**src/rtl/wall_size_divider_if.sv**
```systemverilog
// Start/result handshake bundle for wall_size_divider.
// The requester drives i_* through the master modport; the divider owns o_*.
interface wall_size_divider_if #(
   parameter int unsigned DW = 10,
   parameter int unsigned QW = 11
);
   logic          i_start;
   logic [DW-1:0] i_divisor;
   logic          i_side;
   logic          o_busy;
   logic          o_done;
   logic [QW-1:0] o_size;
   logic          o_side;
   logic          o_exact;

   modport master (
      output i_start, i_divisor, i_side,
      input  o_busy, o_done, o_size, o_side, o_exact
   );

   modport slave (
      input  i_start, i_divisor, i_side,
      output o_busy, o_done, o_size, o_side, o_exact
   );
endinterface

```
**src/rtl/wall_size_divider.sv**
```systemverilog
// Fixed-latency radix-2 restoring divider: wall size = NUMER / divisor, one quotient bit per clock.
// Optional macro WALL_TRACER_ROUND_EN rounds to nearest instead of truncating.
module wall_size_divider #(
   parameter int unsigned DW       = 10,
   parameter int unsigned QW       = 11,
   parameter int unsigned NUMER    = 1000,
   parameter int unsigned SIZE_MAX = (2 ** QW) - 1
) (
   input  logic                clk,
   input  logic                reset,
   wall_size_divider_if.slave  bus
);

   localparam int unsigned KW = (QW > 1) ? $clog2(QW) : 1;
   localparam logic [QW-1:0] NUMER_V = QW'(NUMER);

   typedef enum logic {IDLE, DIV} state_t;

   state_t        state_q, state_d;
   logic [DW:0]   rem_q, rem_d;
   logic [QW-1:0] q_q, q_d;
   logic [KW-1:0] k_q, k_d;
   logic [DW-1:0] div_q, div_d;
   logic          side_q, side_d;
   logic          busy_q, busy_d;
   logic          done_q, done_d;
   logic [QW-1:0] size_q, size_d;
   logic          oside_q, oside_d;
   logic          exact_q, exact_d;

   logic [DW+1:0] rem_sh;
   logic          ge;
   logic [DW:0]   rem_nx;
   logic [QW-1:0] q_nx;
   logic [QW:0]   q_ext;
`ifdef WALL_TRACER_ROUND_EN
   logic          rnd;
`endif

   // One restoring step; rem_sh is one bit wider so the shifted-in value never truncates.
   always_comb begin
      rem_sh = {rem_q, NUMER_V[k_q]};
      ge     = (rem_sh >= {2'b00, div_q});
      rem_nx = ge ? (DW+1)'(rem_sh - {2'b00, div_q}) : (DW+1)'(rem_sh);
      q_nx       = q_q;
      q_nx[k_q]  = ge;
   end

   // Final quotient adjustment and saturation; divisor 0 already yields all ones.
   always_comb begin
`ifdef WALL_TRACER_ROUND_EN
      rnd   = ({rem_nx, 1'b0} >= {2'b00, div_q}) && (div_q != '0);
      q_ext = {1'b0, q_nx} + (QW+1)'(rnd);
`else
      q_ext = {1'b0, q_nx};
`endif
   end

   always_comb begin
      state_d = state_q;
      rem_d   = rem_q;
      q_d     = q_q;
      k_d     = k_q;
      div_d   = div_q;
      side_d  = side_q;
      busy_d  = 1'b0;
      done_d  = 1'b0;
      size_d  = size_q;
      oside_d = oside_q;
      exact_d = exact_q;

      // A start is taken in either state; in DIV it abandons the running division.
      if (bus.i_start) begin
         state_d = DIV;
         div_d   = bus.i_divisor;
         side_d  = bus.i_side;
         rem_d   = '0;
         q_d     = '0;
         k_d     = KW'(QW - 1);
      end else if (state_q == DIV) begin
         rem_d = rem_nx;
         q_d   = q_nx;
         if (k_q == '0) begin
            state_d = IDLE;
            done_d  = 1'b1;
            size_d  = (q_ext > (QW+1)'(SIZE_MAX)) ? QW'(SIZE_MAX) : q_ext[QW-1:0];
            oside_d = side_q;
            exact_d = (rem_nx == '0) && (div_q != '0);
         end else begin
            k_d    = k_q - KW'(1);
            busy_d = 1'b1;
         end
      end
   end

   always_ff @(posedge clk) begin
      if (reset) begin
         state_q <= IDLE;
         rem_q   <= '0;
         q_q     <= '0;
         k_q     <= '0;
         div_q   <= '0;
         side_q  <= 1'b0;
         busy_q  <= 1'b0;
         done_q  <= 1'b0;
         size_q  <= '0;
         oside_q <= 1'b0;
         exact_q <= 1'b0;
      end else begin
         state_q <= state_d;
         rem_q   <= rem_d;
         q_q     <= q_d;
         k_q     <= k_d;
         div_q   <= div_d;
         side_q  <= side_d;
         busy_q  <= busy_d;
         done_q  <= done_d;
         size_q  <= size_d;
         oside_q <= oside_d;
         exact_q <= exact_d;
      end
   end

   assign bus.o_busy  = busy_q;
   assign bus.o_done  = done_q;
   assign bus.o_size  = size_q;
   assign bus.o_side  = oside_q;
   assign bus.o_exact = exact_q;

endmodule

```
**src/flat_wrapper.sv**
```systemverilog
// flat-port wrapper written by rule: the top's interface ports become plain ports
module wall_size_divider_flat 
#(
   parameter int unsigned DW       = 10,
   parameter int unsigned QW       = 11,
   parameter int unsigned NUMER    = 1000,
   parameter int unsigned SIZE_MAX = (2 ** QW) - 1
)
  (clk, reset, bus_i_start, bus_i_divisor, bus_i_side, bus_o_busy, bus_o_done, bus_o_size, bus_o_side, bus_o_exact);
  wall_size_divider_if #(.DW(DW), .QW(QW)) bus_i ();
  input  logic clk;
  input  logic reset;
  input wire logic [$bits(bus_i.i_start)-1:0] bus_i_start;
  input wire logic [$bits(bus_i.i_divisor)-1:0] bus_i_divisor;
  input wire logic [$bits(bus_i.i_side)-1:0] bus_i_side;
  output wire logic [$bits(bus_i.o_busy)-1:0] bus_o_busy;
  output wire logic [$bits(bus_i.o_done)-1:0] bus_o_done;
  output wire logic [$bits(bus_i.o_size)-1:0] bus_o_size;
  output wire logic [$bits(bus_i.o_side)-1:0] bus_o_side;
  output wire logic [$bits(bus_i.o_exact)-1:0] bus_o_exact;
  assign bus_i.i_start = bus_i_start;
  assign bus_i.i_divisor = bus_i_divisor;
  assign bus_i.i_side = bus_i_side;
  assign bus_o_busy = bus_i.o_busy;
  assign bus_o_done = bus_i.o_done;
  assign bus_o_size = bus_i.o_size;
  assign bus_o_side = bus_i.o_side;
  assign bus_o_exact = bus_i.o_exact;
  wall_size_divider #(.DW(DW), .QW(QW), .NUMER(NUMER), .SIZE_MAX(SIZE_MAX)) u_core (.clk(clk), .reset(reset), .bus(bus_i));
endmodule
```
**config.mk**
```make
export PLATFORM = sky130hd
export DESIGN_NAME = wall_size_divider_flat
export DESIGN_NICKNAME = d
export VERILOG_FILES = /design/src/rtl/wall_size_divider_if.sv /design/src/rtl/wall_size_divider.sv /design/src/flat_wrapper.sv
export SDC_FILE = /design/constraint.sdc
export NUM_CORES = 1
export LEC_CHECK = 0
export ABC_AREA = 1
export BUFFER_PORTS_ARGS = -buffer_cell sky130_fd_sc_hd__buf_2
export CAP_MARGIN = 15
export CELL_PAD_IN_SITES_DETAIL_PLACEMENT = 0
export CELL_PAD_IN_SITES_GLOBAL_PLACEMENT = 1
export CORE_MARGIN = 10
export CORE_UTILIZATION = 42
export CTS_CLUSTER_SIZE = 16
export DETAILED_ROUTE_END_ITERATION = 10
export PLACE_DENSITY_LB_ADDON = 0.08
export SLEW_MARGIN = 20
export SYNTH_ARGS = -nofsm -noshare
export SYNTH_HDL_FRONTEND = slang
export SYNTH_SLANG_ARGS = --single-unit
export TNS_END_PERCENT = 30
```
**constraint.sdc**
```tcl
create_clock -name clk -period 3.3 [get_ports clk]
set_clock_uncertainty 0.2 [all_clocks]
set_input_delay 0.495 -clock clk [delete_from_list [all_inputs] [get_ports clk]]
set_output_delay 0.495 -clock clk [all_outputs]
set_load 0.02 [all_outputs]
```
-- Word level (Yosys, flattened, before mapping)
Memories as Yosys holds them, arrays and structs flattened.
Index checks and enable logic that the tools add are counted.
- register bits: 53
- ROM bits: 16
- bits of input ports: 14
- output and inout port bits: 15
- word-level logic and storage cells: 47
- memories: 1
- memories (name ; depth ; bits a word ; rd ports ; clocked after memory_dff ; write ports ; line ; RTL):
    (no name shown) ; 16 ; 1 ; 1 ; 0 ; 0 ; wall_size_divider.sv:42 ; rem_sh = {rem_q, NUMER_V[k_q]};
- add/subtract/negate cells: 2
- order comparisons: 4
- equality and inequality tests: 1
- mux-type cells: 13
- bitwise gates (word level): 3
- reduce and logical (&&, ||, !) cells: 11
- operators by type and width (kind ; number):
    2-to-1 mux 11 bit ; 2
    >= comparator 12 x 10 -> 1 bit ; 1
    2-to-1 mux 4 bit ; 3
    bitwise mux 11 bit ; 1
    > comparator 11 bit (second input constant) ; 1
    logical NOT 11 bit ; 1
    subtractor 11 x 10 -> 11 bit ; 1
    nonzero test 10 bit ; 1
    2-to-1 mux 1 bit ; 6
    less-than comparator 4 x 5 -> 1 bit (second input constant) ; 1
    demux 1 bit (select 4 bit) ; 1
    >= comparator 4 x 1 -> 1 bit (second input constant) ; 1
    logical NOT 4 bit ; 1
    AND reduction 2 bit ; 2
    subtractor 4 x 1 -> 4 bit (second input constant) ; 1
    NOT 1 bit ; 3
    AND reduction 3 bit ; 1
    OR reduction 3 bit ; 1
    logical AND 1 bit ; 2
    inequality test 2 bit (second input constant) ; 1
    nonzero test 2 bit ; 1
    OR reduction 2 bit ; 1

-- Depth between registers and ports, before layout
- word-level depth: 7
- mapped depth: 21

-- Worst setup path after synthesis
OpenSTA, ideal clock, no wires.
- path kind: reg2reg
- from: register u_core.k_q[3]
- to: register u_core.rem_q[9]
- library setup time: 0.116 ns
- data arrival time: 2.441 ns
- data required time: 2.984 ns
- path slack: 0.543 ns
- cell stages (with the launch flop): 20
- path buffers: 1
- clock period less this slack: 2.757 ns
- cell sequence: dfxtp_1 -> nor2_1 -> nand2_1 -> nand3_1 -> inv_1 -> ha_1 -> inv_1 -> fa_1 -> nand2_1 -> nand2_2 -> nand2_4 -> nand2_4 -> nand2_4 -> nand3_4 -> buf_8 -> or2_1 -> nand2_1 -> nand2_1 -> o211ai_1 -> inv_1
- cells in the longest elaborated chain, start to end: 4
- RTL lines (what ; line ; RTL):
    start, declared ; wall_size_divider.sv:22 ; logic [KW-1:0] k_q, k_d;
    start signal, assigned ; wall_size_divider.sv:113 ; k_q <= k_d;
    memory read (16 x 1 bit) (*) ; -- ;
    2-to-1 mux 1 bit (implied by the code) (*) ; wall_size_divider.sv:42 ;
    subtractor 11 x 10 -> 11 bit / >= comparator 12 x 10 -> 1 bit (equally long branches) ; wall_size_divider.sv:44, wall_size_divider.sv:43 ;
    2-to-1 mux 11 bit (*) ; wall_size_divider.sv:44 ; rem_nx = ge ? (DW+1)'(rem_sh - {2'b00, div_q}) : (DW+1)'(rem_sh);
    end signal, assigned ; wall_size_divider.sv:111 ; rem_q <= rem_d;
    end, declared ; wall_size_divider.sv:20 ; logic [DW:0] rem_q, rem_d;
Mark *: on every way between the ends. The rest lies on a longest branch, timed or not. The select of a mux whose other input is x is not followed.
A chain may end at the register's enable or synchronous reset.

-- Worst setup path in the final report
- from: register u_core.k_q[3]
- to: register u_core.exact_q (netlist: u_core.bus.o_exact)
- cells in the longest elaborated chain, start to end: 6
- RTL lines (what ; line ; RTL):
    memory read (16 x 1 bit) ; -- ;
    2-to-1 mux 1 bit (implied by the code) ; wall_size_divider.sv:42 ;
    subtractor 11 x 10 -> 11 bit / >= comparator 12 x 10 -> 1 bit (equally long branches) ; wall_size_divider.sv:44, wall_size_divider.sv:43 ;
    2-to-1 mux 11 bit ; wall_size_divider.sv:44 ;
    logical NOT 11 bit ; wall_size_divider.sv:88 ; exact_d = (rem_nx == '0) && (div_q != '0);
    logical AND 1 bit ; wall_size_divider.sv:88 ;
    end signal, assigned ; wall_size_divider.sv:120 ; exact_q <= exact_d;
    end, declared ; wall_size_divider.sv:29 ; logic exact_q, exact_d;
Several ways; a longest one is shown, not always the timed one. The select of a mux whose other input is x is not followed.

==> impl_metrics.ini <==
[pwr]
power_density_mw_per_mm2 = 455
swShare_pct = 34.5
ir_drop_mv = 0.179
intPower_mw = 0.977
p_seq_share_pct = 45.6
p_sw_mw = 0.515
power.share.clock_pct = 25.9
p_leak_nw = 1.75
comb_power_share_pct = 28.6

[setup_path]
worst_setup_path_end_kind = flip-flop
arrival_ps = 3010
worstRegToRegCells = 20
regToRegEndpoint = u_core.bus.o_exact
cp_max_fo = 10
cp-endpoint = u_core.bus.o_exact
critPathLaunch = u_core.k_q[3]
required_ps = 3290
worst-r2r-setup-slack_ps = 280
critPathKind = reg2reg
worstReg2RegStart = u_core.k_q[3]
start_kind = flip-flop

[clock_tree]
cts_tree = built
clk_pin_slew_ps = 100
clock_path_buffers = 2
cts_buffers = 5
cts_max_level = 2
root_buffer = clkbuf_8
clock-sinks = 52
clkLatencyLatePin_ps = 300

[floorplan]
io_pins = 29
core_area_sq_mm = 0.00679
dieHeight_um = 103
start_util_pct = 43.1
rows = 30
die_x_um = 103
dieArea_sq_mm = 0.0107

[synth]
syn-num-nets = 462
synth_edf_count = 0
synthCells = 437
yosys-top-cells-area = dfxtp_1, inv_1, nand2_1
syn_avg_cell_area_sq_um = 6.70
synthFlopType = dfxtp_1
ys_async_sr_fraction_pct = 0
synth.distinct_cells = 32
yosysSeqAreaShare_pct = 35.6
synth-seq-cells = 52
yosys.area.top_type = dfxtp_1
synth_top_area_share_pct = 35.6
yosysWarningCount = 0
syn_area_sq_mm = 0.00293

[place]
gp_congestion = 0.863
dp_hpwl_um = 5700
placed_cell_area_sq_mm = 0.00314
numPortBuffers = 28
pre_cts_ws_ps = 128

[min_path]
hold_class = in2reg

[route]
firstDrtPassIters = 5
wl_per_cell_um = 13.4
route.detailed.drc = 0
drt_iter0_markers = 92
ant_nets = 0
vias = 2705
wl_um = 7520
via_per_inst = 4.81

[global_route]
grt_max_degree = 23
grt_pass1_wl_um = 12700
grt_pass1_vias = 2669
antenna_found_initial = 0
track_usage_pct = 14.9
overflow = 0

[cells_and_area]
syn2layout_area_growth_pct = 12.1
fillers = 738
ff_latch_area_sq_mm = 0.00104
final_util_pct = 48.3
final_cell_mix = inv_1, nand2_1, nor2_1
final_cell_area_sq_mm = 0.00328
drive_above_1_share_pct = 15.2
multi_input_area_sq_mm = 0.00154
n_antenna_cell = 0
final_common_cell = inv_1
nNetsFinal = 490

[run]
drv_cap = 0

[sta]
final.setup.worst_slack_ps = 278
final-max-slew-violation-count = 0
worst_slew_pin_slew_ps = 629
finalSetupViolCount = 0
maxSlewHeadroom_pct = 58.0
fmax_mhz = 331
period_minus_slack_ps = 3020
period_share_pct = 91.6
hold_viol = 0

[status]
status = finished, final reports clean
-- power groups by stage --
| stage | combinational (mW) | sequential [mW] | clock, mW |
|---|---|---|---|
| 3_3_place_gp | 0.405 | 0.693 | 0 |
| 3_5_place_dp | 0.408 | 0.694 | 0 |
| 4_1_cts | 0.410 | 0.680 | 0.404 |
| 6_report | 0.427 | 0.680 | 0.386 |
| 5_1_grt | 0.485 | 0.685 | 0.425 |
| 2_1_floorplan | 0.319 | 0.693 | 0 |
-- per-layer routing --
metal,GRT usage [%],vias to the layer above,share of wire (%)
li1,-,1451,-
met1,17.0,1206,45
met2,27.3,40,50
met3,2.26,8,2.8
met4,5.67,0,1.5
met5,0,-,0
-- flip-flops by register name (all words and copies together) (netlist names) --
register	count
u_core.bus.o_side	1
u_core.state_q	1
u_core.bus.o_exact	1
u_core.q_q	10
u_core.rem_q	11
u_core.bus.o_size	11
u_core.side_q	1
u_core.bus.o_busy	1
u_core.div_q	10
u_core.bus.o_done	1
u_core.k_q	4
-- per-stage QoR --
| step | power, mW | hold slack (ps) | TNS, ps | cells |
|---|---|---|---|---|
| 3_3_place_gp | 1.10 | 247 | 0 | 550 |
| 3_5_place_dp | 1.10 | 252 | 0 | 550 |
| 6_report | 1.49 | 219 | 0 | 562 |
| 5_1_grt | 1.59 | 230 | -13.8 | 562 |
| 2_1_floorplan | 1.01 | 223 | 0 | 437 |
| 4_1_cts | 1.49 | 202 | 0 | 558 |
-- cell usage after synthesis (all sizes together) (2+ instances only) --
| cell type | n |
|---|---|
| a21oi | 31 |
| a31oi | 9 |
| buf | 4 |
| clkbuf | 10 |
| dfxtp | 52 |
| ha | 10 |
| inv | 76 |
| nand2 | 85 |
| nand3 | 15 |
| nand4 | 12 |
| nor2 | 73 |
| nor3 | 2 |
| o211ai | 5 |
| o21ai | 42 |
| xor2 | 4 |
-- worst max-delay path: stages (launching register included) --
cell     delay [ps]
dfxtp_2         410
nor2_1          120
nand2_1         110
nand3_1         140
inv_1            90
ha_1            130
inv_1            70
fa_1            450
nand2_1          90
nand2_2          80
nand2_4          80
nand2_4          50
nand2_4         120
nand3_2         180
buf_4           200
nand2_2          60
nand2_2          60
nand3_2          70
nor2_1           40
nand3_1          80
a21oi_2          50
-- worst min path at each step --
| stage | endpoint | start | slack [ps] | depth (start not counted) |
|---|---|---|---|---|
| floorplan | u_core.bus.o_side | u_core.side_q | 220 | 2 |
| global placement | u_core.bus.o_side | u_core.side_q | 250 | 2 |
| detailed placement | u_core.bus.o_size[8] | u_core.bus.o_size[8] | 250 | 2 |
| CTS | u_core.side_q | bus_i_side | 200 | 3 |
| global route | u_core.side_q | bus_i_side | 230 | 3 |
| finish | u_core.side_q | bus_i_side | 220 | 3 |
-- cells by family (layout without fill, tap and decap cells) --
| kind of cell | Yosys count | after routing | synth area share, % |
|---|---|---|---|
| buffers and inverters | 91 | 119 | 12.1 |
| adders and majority gates | 11 | 11 | 4.96 |
| AOI/OAI and AO/OA | 89 | 89 | 16.3 |
| xor gates and xnor gates | 4 | 4 | 1.20 |
| DFF | 52 | 52 | 35.6 |
| and+or+nand+nor | 190 | 191 | 29.8 |
-- area by class of cell --
type                       instances  area share (%)
sequential                        52            31.8
clock inverter                     2           0.420
multi-input combinational        295            47.1
tap                               96            3.66
timing repair buffer              34            5.65
clock buffer                       6            2.52
inverter                          77            8.89
-- timing repair --
action,CTS,global route
gates resized for setup,0,3
setup endpoints to repair,0,21
hold buffers,0,0
setup buffers,0,3
Power figures use the tool's default switching activity.
